==> config.mk <==
export PLATFORM = sky130hd
export DESIGN_NAME = serial_adder
export DESIGN_NICKNAME = d
export VERILOG_FILES = /design/src/rtl/serial_adder.sv
export SDC_FILE = /design/constraint.sdc
export NUM_CORES = 1
export LEC_CHECK = 0
export ABC_AREA = 1
export CAP_MARGIN = 20
export CORE_MARGIN = 4
export CORE_UTILIZATION = 45
export DETAILED_ROUTE_END_ITERATION = 16
export GPL_TIMING_DRIVEN = 0
export PLACE_DENSITY_LB_ADDON = 0.15
export SLEW_MARGIN = 25
export SYNTH_ARGS = -nofsm -noshare
export SYNTH_HDL_FRONTEND = slang
export SYNTH_SLANG_ARGS = --single-unit
==> constraint.sdc <==
create_clock -name i_clk -period 1.6 [get_ports i_clk]
set_clock_uncertainty 0.2 [all_clocks]
set_input_delay 0.32 -clock i_clk [delete_from_list [all_inputs] [get_ports i_clk]]
set_output_delay 0.32 -clock i_clk [all_outputs]
set_load 0.03 [all_outputs]
==> src/rtl/serial_adder.sv <==
// Bit-serial WIDTH-bit adder: one full-adder cell plus a carry flip-flop, LSB first.
// Operands are captured on an accepted start; done pulses one cycle after the last bit.
module serial_adder #(
    parameter int unsigned WIDTH = 16
) (
    input  logic             i_clk,
    input  logic             i_rst,
    input  logic             i_start,
    input  logic [WIDTH-1:0] i_a,
    input  logic [WIDTH-1:0] i_b,
    input  logic             i_cin,
    output logic             o_busy,
    output logic             o_done,
    output logic [WIDTH-1:0] o_sum,
    output logic             o_cout,
    output logic             o_overflow
);

    localparam int unsigned CntW = (WIDTH > 1) ? $clog2(WIDTH) : 1;
    localparam logic [CntW-1:0] LastCnt = CntW'(WIDTH - 1);

    typedef enum logic [0:0] {StIdle, StRun} state_e;

    state_e           r_state;
    logic [WIDTH-1:0] r_a_sh;
    logic [WIDTH-1:0] r_b_sh;
    logic [WIDTH-1:0] r_s_sh;
    logic             r_carry;
    logic [CntW-1:0]  r_cnt;
    logic             r_done;
    logic [WIDTH-1:0] r_sum;
    logic             r_cout;
    logic             r_overflow;

    state_e           w_state_next;
    logic [WIDTH-1:0] w_a_sh_next;
    logic [WIDTH-1:0] w_b_sh_next;
    logic [WIDTH-1:0] w_s_sh_next;
    logic             w_carry_next;
    logic [CntW-1:0]  w_cnt_next;
    logic             w_done_next;
    logic [WIDTH-1:0] w_sum_next;
    logic             w_cout_next;
    logic             w_overflow_next;

    // The single full-adder cell working on the current LSBs.
    logic w_s;
    logic w_maj;

    assign w_s   = r_a_sh[0] ^ r_b_sh[0] ^ r_carry;
    assign w_maj = (r_a_sh[0] & r_b_sh[0]) | (r_a_sh[0] & r_carry) | (r_b_sh[0] & r_carry);

    always_comb begin
        w_state_next    = r_state;
        w_a_sh_next     = r_a_sh;
        w_b_sh_next     = r_b_sh;
        w_s_sh_next     = r_s_sh;
        w_carry_next    = r_carry;
        w_cnt_next      = r_cnt;
        w_done_next     = 1'b0;
        w_sum_next      = r_sum;
        w_cout_next     = r_cout;
        w_overflow_next = r_overflow;

        unique case (r_state)
            StIdle: begin
                if (i_start) begin
                    w_a_sh_next  = i_a;
                    w_b_sh_next  = i_b;
                    w_carry_next = i_cin;
                    w_cnt_next   = '0;
                    w_state_next = StRun;
                end
            end
            StRun: begin
                w_a_sh_next  = {1'b0, r_a_sh[WIDTH-1:1]};
                w_b_sh_next  = {1'b0, r_b_sh[WIDTH-1:1]};
                w_s_sh_next  = {w_s, r_s_sh[WIDTH-1:1]};
                w_carry_next = w_maj;
                w_cnt_next   = r_cnt + 1'b1;
                if (r_cnt == LastCnt) begin
                    // r_carry here is the carry into the MSB, w_maj the carry out of it.
                    w_sum_next      = {w_s, r_s_sh[WIDTH-1:1]};
                    w_cout_next     = w_maj;
                    w_overflow_next = r_carry ^ w_maj;
                    w_done_next     = 1'b1;
                    w_state_next    = StIdle;
                end
            end
            default: w_state_next = StIdle;
        endcase
    end

    always_ff @(posedge i_clk) begin
        if (i_rst) begin
            r_state    <= StIdle;
            r_a_sh     <= '0;
            r_b_sh     <= '0;
            r_s_sh     <= '0;
            r_carry    <= 1'b0;
            r_cnt      <= '0;
            r_done     <= 1'b0;
            r_sum      <= '0;
            r_cout     <= 1'b0;
            r_overflow <= 1'b0;
        end else begin
            r_state    <= w_state_next;
            r_a_sh     <= w_a_sh_next;
            r_b_sh     <= w_b_sh_next;
            r_s_sh     <= w_s_sh_next;
            r_carry    <= w_carry_next;
            r_cnt      <= w_cnt_next;
            r_done     <= w_done_next;
            r_sum      <= w_sum_next;
            r_cout     <= w_cout_next;
            r_overflow <= w_overflow_next;
        end
    end

    assign o_busy     = (r_state == StRun);
    assign o_done     = r_done;
    assign o_sum      = r_sum;
    assign o_cout     = r_cout;
    assign o_overflow = r_overflow;

endmodule

* Word level (Yosys, flattened, before mapping) *
Cells that the tools add are included.
W data, S select, Z words.

storage, ports and cells
  ROM bits = 0
  latch bits = 0
  flip-flop bits (word level) = 73
  memories = 0
  RAM bits = 0
  output and inout bits = 20

cells by class
  shift operators = 0
  add/sub/neg operators = 1
  bitwise gates (word level) = 9
  multipliers = 0
  magnitude comparators = 0
  eq/ne operators = 2
  multiplexer cells = 12
  reductions and logical operators = 2
  divide/modulo/power cells = 0

operators by type and width
  cell                   number
  $pmux W16 S2           2
  $mux W16               2
  $pmux W4 S2            1
  $add A4 B1 Y4 const B  1
  $eq A4 B4 Y1 const B   1
  $mux W1                4
  $mux W4                1
  $pmux W1 S2            2
  $and A1 B1 Y1          3
  $xor A1 B1 Y1          3
  $ne A2 B2 Y1 const B   1
  $or A1 B1 Y1           2
  $reduce_and A2 Y1      1
  $reduce_or A2 Y1       1
  $not A1 Y1             1

* Depth between registers and ports, before layout *
Gate-level depths: netlist of run 1.

  depth after elaboration = 4
  depth in mapped cells = 8
  depth with buffers taken out = 5

* Worst setup path after synthesis of run 1 *
Ideal clock, no wire load.

  path kind = flip-flop to flip-flop
  from = register r_state (netlist: o_busy)
  to = register r_a_sh[12]
  period minus slack after synthesis = 1.523 ns
  data arrival time = 1.214 ns
  setup time = 0.109 ns
  path slack = 0.077 ns
  required time = 1.291 ns
  cell stages (with the launch flop) = 9
  path through = dfxtp_1 -> buf_6 -> inv_2 -> buf_6 -> buf_6 -> nand3_1 -> nand3_1 -> nand2_1 -> inv_1

on the way
  cells in the longest elaborated chain, start to end = 2

ends and longest elaborated chain
  item                                                 line  source
  start, declared                                      24    state_e r_state;
  start signal, assigned                               96    r_state <= StIdle;
  start signal, assigned                               107   r_state <= w_state_next;
  $not A1 Y1                                           --
  $pmux W16 S2 / $ne A2 B2 Y1 (equally long branches)  --
  end signal, assigned                                 108   r_a_sh <= w_a_sh_next;
  end, declared                                        25    logic [WIDTH-1:0] r_a_sh;

Several ways; a longest one is shown, not always the timed one.
A chain may end at the register's enable or synchronous reset.

* Worst setup path in the final report of run 1 *
  from = register r_sum[9] (netlist: o_sum[9])
  to = output port o_sum[9]

RTL lines
  item                    line  source
  start, declared         31    logic [WIDTH-1:0] r_sum;
  start signal, assigned  114   r_sum <= w_sum_next;
  end, declared           14    output logic [WIDTH-1:0] o_sum,

No word-level cell between the ends.

==> results of run 1 <==
logic make-up after synthesis:
logic type / synth area share [%]
compound gates: 3.62
xor+xnor: 0.288
fa+ha+maj: 1.07
buf+inv: 9.79
flops: 47.4
simple gates: 37.9
final cells by class:
| class | count | area, µm² | area share (%) |
|---|---|---|---|
| Buffer | 27 | 179 | 4.62 |
| Clock buffer | 9 | 124 | 3.20 |
| Clock inverter | 7 | 95.1 | 2.46 |
| Inverter | 35 | 131 | 3.40 |
| Multi-Input combinational cell | 290 | 1310 | 33.8 |
| Sequential cell | 72 | 1440 | 37.3 |
| Tap cell | 77 | 96.3 | 2.49 |
| Timing Repair Buffer | 54 | 495 | 12.8 |
registers in the layout, indices dropped and copies added (netlist names):
register,count
r_cnt,4
o_overflow,1
r_a_sh,16
r_carry,1
o_cout,1
o_sum,16
o_busy,1
o_done,1
r_s_sh,15
r_b_sh,16
routing by layer:
layer  track usage, %  vias to the layer above
met1             21.1                     1212
met5                0                        -
li1                 -                     1461
met3             3.01                        9
met4             7.65                        0
met2             27.4                       68
synth_stat cells (all sizes together):
cell,number,area [µm²]
clkbuf,3,11.3
nand2,143,544
dfxtp,72,1440
or2,1,6.26
a21oi,6,30.0
inv,35,131
buf,24,155
fa,1,20.0
nand4,1,21.3
o21ai,16,80.1
nor2,39,170
nand3,81,410
xor2,1,8.76
ha,1,12.5
power groups by stage:
stage / clock (mW) / combinational [mW] / sequential [mW]
floorplan: 0 / 0.273 / 1.96
global placement: 0 / 0.426 / 1.96
detailed placement: 0 / 0.434 / 1.97
CTS: 1.60 / 0.436 / 1.92
global route: 1.69 / 0.494 / 1.93
finish: 1.56 / 0.435 / 1.92
worst max-delay path by stage:
stage	slack, ns	depth (start not counted)	endpoint	from
after detailed placement	-0.27	6	r_a_sh[5]$_SDFFE_PP0P_	i_rst
after global routing	-0.004	6	r_a_sh[1]$_SDFFE_PP0P_	i_rst
final	0.04	1	o_sum[9]	o_sum[9]$_SDFFE_PP0P_
after CTS	0.0005	1	o_sum[14]	o_sum[14]$_SDFFE_PP0P_
after floorplan	0.08	8	r_a_sh[12]$_SDFFE_PP0P_	o_busy$_SDFF_PP0_
after global placement	-0.27	6	r_a_sh[3]$_SDFFE_PP0P_	i_rst
through the flow:
step | power (mW) | utilization (%)
after global placement | 2.39 | 57.0
after global routing | 4.12 | 59.9
after detailed placement | 2.40 | 57.0
final | 3.92 | 59.9
after floorplan | 2.23 | -
after CTS | 3.96 | 60.2
timing repair:
| item | CTS | global route |
|---|---|---|
| setup endpoints to repair | 20 | 40 |
| resized for setup | 34 | 25 |
| buffers inserted | 0 | 0 |
==> summary.txt, run 1 <==
Worst setup path
  • Slowest library cell on the worst path: clkdlybuf4s15_1
  • CP delay by family, top: buffers and inverters
  • Worst R2R Path Depth: 6
  • Crit Path Class: reg2out
  • Critical Path RT: between 1 and 1.5 ns
  • CP peak stage delay: 0.36 ns
  • Critical Path Fanout Max: 2
  • R2R Path Start: r_cnt[0]$_SDFFE_PP0P_
  • R2r setup slk: 0.10 ns
  • Crit path DAT: around 1.0 ns
  • Crit path capture type: output port
  • Buf/Inv on CP: 1
  • Critical Path Source Type: flop
  • CP cell instances: clkdlybuf4s15_1
  • Reg-to-Reg End: o_sum[8]$_SDFFE_PP0P_

Global routing
  • Largest net degree at the start of global routing: 14
  • Grt ovf: 0
  • GR Util All Layers: between 10% and 20%
  • Initial antenna violation count: 0
  • Vias in the first global route: approximately 2500
  • First-pass GRT wire length: between 10000 and 15000 µm

Routing
  • Met3 WL post-DR: between 300 and 400 µm
  • Drt pass-1 iters: 5
  • Met2 routed wirelength: 2970 µm
  • WL/cell: 11.4 µm
  • WL met1: 3130 µm
  • Vias per Instance: just under 5
  • Highest metal used: met4
  • # DRC: 0
  • Vias: roughly 2800
  • DRT Wirelength: 6520 µm
  • 1st-iter DRT viols: 126
  • Number of nets with antenna violations after routing: 0

Floorplan
  • Row cnt: 29
  • Core area: around 0.0065 mm²
  • Die Wd: about 90 µm
  • Die Ht: around 90 µm
  • I/O Pins: 56
  • Initial core utilization: roughly 47%
  • Die area: between 0.008 and 0.009 mm²

Clocking
  • CTS root buffer: clkbuf_8
  • Clk slew on worst S/H paths: 0.08 ns
  • CTS HTree Levels: 3
  • CTS Sinks: 72
  • CTS tree: yes
  • CTS max path bufs: 2
  • Worst-Skew Late Latency: ~0.34 ns
  • Total CTS buffers: 9
  • Cts hold-fix bufs: 0

Power
  • Logic pwr share: around 11%
  • Seq pwr share: roughly 50%
  • Leakage: ~2.0 nW
  • Switching power of the nets: 0.968 mW
  • PwrDens: 1010 mW/mm²
  • Int Pwr: roughly 3.0 mW
  • Sw Ratio: between 20% and 30%
  • Clock share of power: 39.9%
  • Maximum vdd drop: between 0.5 and 0.6 mV

Outcome
  • Status: complete, no violations

Yosys
  • Syn Area/Cell: 7.18 µm²
  • Cells after Synth: between 400 and 500
  • Synth Warn #: 0
  • Seq cells post-synth: 72
  • Yosys cell types: 22
  • Sequential element share of the synthesized area: between 40% and 50%
  • Syn_nets: between 400 and 500
  • Mapped cell area: around 0.0030 mm²

Flow run
  • Max-Cap Viols: 0

Final layout
  • Fin nets: 527
  • Most frequent cells in the layout: nand2_1 (142), nand3_1 (80), dfxtp_1 (72), nor2_1 (37), clkdlybuf4s50_1 (34)
  • Synth-to-layout area growth: 27.1%
  • Fin area: 0.00387 mm²
  • Fill count: between 600 and 700
  • Commonest non-fill, non-tap cell in the layout: nand2_1
  • Ant diodes: 0
  • Non-filler instance count after layout: 571
  • Share of layout cells above drive strength 1: between 10 and 15%

STA
  • Worst hold slack: between 0.2 and 0.25 ns
  • Final WS setup: between 0.04 and 0.05 ns
  • Slew Limit Headroom: about three quarters
  • Final min period: approximately 1.6 ns
  • Period utilisation layout: 97.3%
  • Setup TNS: 0 ns
  • Tightest Pin Transition: between 0.3 and 0.4 ns
  • Final Hold Vio Count: 0
  • Max Clk Rate: between 600 and 700 MHz
  • # setup viols final: 0
  • Slew Viols, Final: 0

Placement
  • Final HPWL DP: 4640 µm
  • GP Congestion: approximately 0.8
  • Placed Cells incl. Taps: about 560
  • Area of placed instances: 0.00368 mm²
  • IO buf count: 54
  • Worst slack, placed: -0.270 ns

Hold path
  • Hold Path End: r_cnt[2]$_SDFFE_PP0P_
  • Hold Crit Depth: 4
  • Hold Crit Class: in2reg
  • Hold_sp: i_start
(Power assumes the default switching activity.)
==> inputs of run 2 (changes only) <==
--- a/config.mk
+++ b/config.mk
@@ -12,7 +12,6 @@
 export DETAILED_ROUTE_END_ITERATION = 16
 export GPL_TIMING_DRIVEN = 0
 export PLACE_DENSITY_LB_ADDON = 0.15
-export SLEW_MARGIN = 25
 export SYNTH_ARGS = -nofsm -noshare
 export SYNTH_HDL_FRONTEND = slang
 export SYNTH_SLANG_ARGS = --single-unit
==> results of run 2 <==
The final DEF is identical to that of run 1; final timing and power are the same.
==> inputs of run 3 (changes only) <==
--- a/config.mk
+++ b/config.mk
@@ -10,7 +10,6 @@
 export CORE_MARGIN = 4
 export CORE_UTILIZATION = 45
 export DETAILED_ROUTE_END_ITERATION = 16
-export GPL_TIMING_DRIVEN = 0
 export PLACE_DENSITY_LB_ADDON = 0.15
 export SYNTH_ARGS = -nofsm -noshare
 export SYNTH_HDL_FRONTEND = slang
==> summary.txt, run 3 (same netlist as run 1, synthesis figures left out) <==
Placement
  • Final HPWL DP: 4100 µm (-12%)
  • GP Congestion: 0.752 (-6.0%)
  • IO buf count: 55 (+1.9%)

Global routing
  • Vias in the first global route: 2483 (+0.28%)
  • GR Util All Layers: 16.3% (-0.31 points)
  • Largest net degree at the start of global routing: 49 (+35)
  • Grt ovf: 0 (unchanged)
  • Initial antenna violation count: 0 (unchanged)
  • First-pass GRT wire length: 11000 µm (-2.0%)

Clocking
  • Worst-Skew Late Latency: 0.35 ns (about the same)
  • Total CTS buffers: 9 (unchanged)
  • CTS tree: yes
  • CTS root buffer: clkbuf_8
  • CTS HTree Levels: 3 (unchanged)
  • CTS Sinks: 72 (unchanged)
  • Clk slew on worst S/H paths: 0.08 ns (about the same)
  • Cts hold-fix bufs: 0 (unchanged)
  • CTS max path bufs: 2 (unchanged)

Routing
  • # DRC: 0 (unchanged)
  • WL/cell: 11.2 µm (-1.4%)
  • Highest metal used: met4
  • 1st-iter DRT viols: 124 (-1.6%)
  • Vias: 2698 (-1.9%)
  • DRT Wirelength: 6340 µm (-2.6%)
  • Vias per Instance: 4.78 (-0.67%)
  • Drt pass-1 iters: 4 (-1)
  • Number of nets with antenna violations after routing: 0 (unchanged)
  • WL met1: 3010 µm (-3.7%)
  • Met2 routed wirelength: 2890 µm (-2.7%)
  • Met3 WL post-DR: 351 µm (+11%)

STA
  • # setup viols final: 0 (unchanged)
  • Final Hold Vio Count: 0 (unchanged)
  • Period utilisation layout: 96.4% (-0.94 points)
  • Slew Viols, Final: 0 (unchanged)
  • Worst hold slack: 0.256 ns (+0.0210 ns)
  • Final min period: 1.54 ns (-0.0151 ns)
  • Tightest Pin Transition: 0.320 ns (-0.0534 ns)
  • RSZ-0062 raised after global routing: no
  • Max Clk Rate: 649 MHz (+0.98%)
  • Slew Limit Headroom: 78.6% (+3.5 points)

Floorplan
  • I/O Pins: 56 (unchanged)
  • Die Ht: 90.2 µm (unchanged)
  • Die Wd: 90.2 µm (unchanged)
  • Core area: 0.00646 mm² (unchanged)
  • Die area: 0.00814 mm² (unchanged)
  • Initial core utilization: 47.1% (unchanged)
  • Row cnt: 29 (unchanged)

Final layout
  • Post-Route Utilization: 60.3% (+0.41 points)
  • Most frequent cells in the layout: nand2_1 (142), nand3_1 (80), dfxtp_1 (71), nor2_1 (37), clkdlybuf4s50_1 (35)
  • Synth-to-layout area growth: 28.0%
  • Commonest non-fill, non-tap cell in the layout: nand2_1
  • Sequential Area: 0.00145 mm² (+0.26%)
  • Fill count: 627 (-2.8%)
  • Fin nets: 520 (-1.3%)
  • Ant diodes: 0 (unchanged)
  • Multi-input gate area: 0.00130 mm² (-0.19%)
  • Share of layout cells above drive strength 1: 12.7% (+0.59 points)

Worst setup path
  • CP delay by family, top: buffers and inverters
  • Slowest library cell on the worst path: clkdlybuf4s15_1
  • Critical Path Source Type: flop
  • Critical Path Fanout Max: 1 (-1)
  • CP cell instances: clkdlybuf4s15_1
  • Crit path DAT: 1.02 ns (-0.02 ns)
  • Critical Path RT: 1.08 ns (about the same)
  • Crit path capture type: output port
  • Buf/Inv on CP: 1 (unchanged)
  • Crit Path Class: reg2out
  • CP peak stage delay: 0.36 ns (about the same)

Outcome
  • Status: complete, no violations

Hold path
  • Hold Crit Class: reg2reg

Power
  • Total power: 3.99 mW (+1.6%)
  • Maximum vdd drop: 0.572 mV (-3.0%)
  • PwrDens: 1020 mW/mm² (+0.92%)
  • Leakage: 1.95 nW (-0.24%)

Flow run
  • Max-Cap Viols: 0 (unchanged)
run 3: cell count changes in the layout (fill, tap and decap cells not counted), sizes merged:
cell	previous run	this run
clkinvlp	1	2
buf	21	20
dlygate4sd2	1	0
inv	36	35
clkinv	3	2
clkdlybuf4s15	10	5
clkdlybuf4s50	34	35
run 3: worst paths after layout:
path	slack [ns]	depth (start not counted)	start	endpoint
worst max-delay path	0.06	1	o_done$_SDFF_PP0_	o_done
worst min-delay path	0.26	2	r_s_sh[1]$_SDFFE_PP0P_	o_sum[0]$_SDFFE_PP0P_
worst max register to register	0.11	4	r_cnt[0]$_SDFFE_PP0P_	o_sum[15]$_SDFFE_PP0P_
worst min register to register	0.26	2	r_s_sh[1]$_SDFFE_PP0P_	o_sum[0]$_SDFFE_PP0P_
run 3: layer usage:
layer | vias up | track usage (%)
met5 | - | 0
met4 | 0 | 5.36
met3 | 9 | 6.01
met2 | 58 | 27.4
met1 | 1186 | 19.3
li1 | 1445 | -
run 3: tightest hold or removal path, stage by stage (launching register included):
cell     delay (ns)
dfxtp_1        0.32
nand2_1        0.06
nand2_1        0.04
run 3: per-stage QoR:
step                      setup slack (ns)  setup TNS [ns]  cell area, µm²  std cells
after floorplan                     0.0768               0            3040        424
after global placement             -0.0846           -2.75            3690        545
after detailed placement            -0.118           -3.65            3690        545
after CTS                         0.000251               0            3930        561
after global routing                0.0146               0            3890        564
final                               0.0583               0            3890        564
run 3: repair_timing:
item                       CTS  global route
pin swaps                    0             0
resized for setup           42            15
setup buffers                0             3
setup endpoints to repair   20            16
cloned                       0             0
run 3: cell type report:
cell class	instances	area share, %
multi-input combinational	290	33.5
sequential	72	37.1
timing repair buffer	74	17.7
inverter	35	3.37
clock buffer	10	3.53
tap	77	2.47
clock inverter	6	2.38
run 3: report_power, final:
part | internal (mW) | switching, mW | leakage, nW
clock | 0.924 | 0.693 | 0.109
combinational | 0.217 | 0.228 | 1.25
sequential | 1.87 | 0.0510 | 0.589
total | 3.02 | 0.971 | 1.95
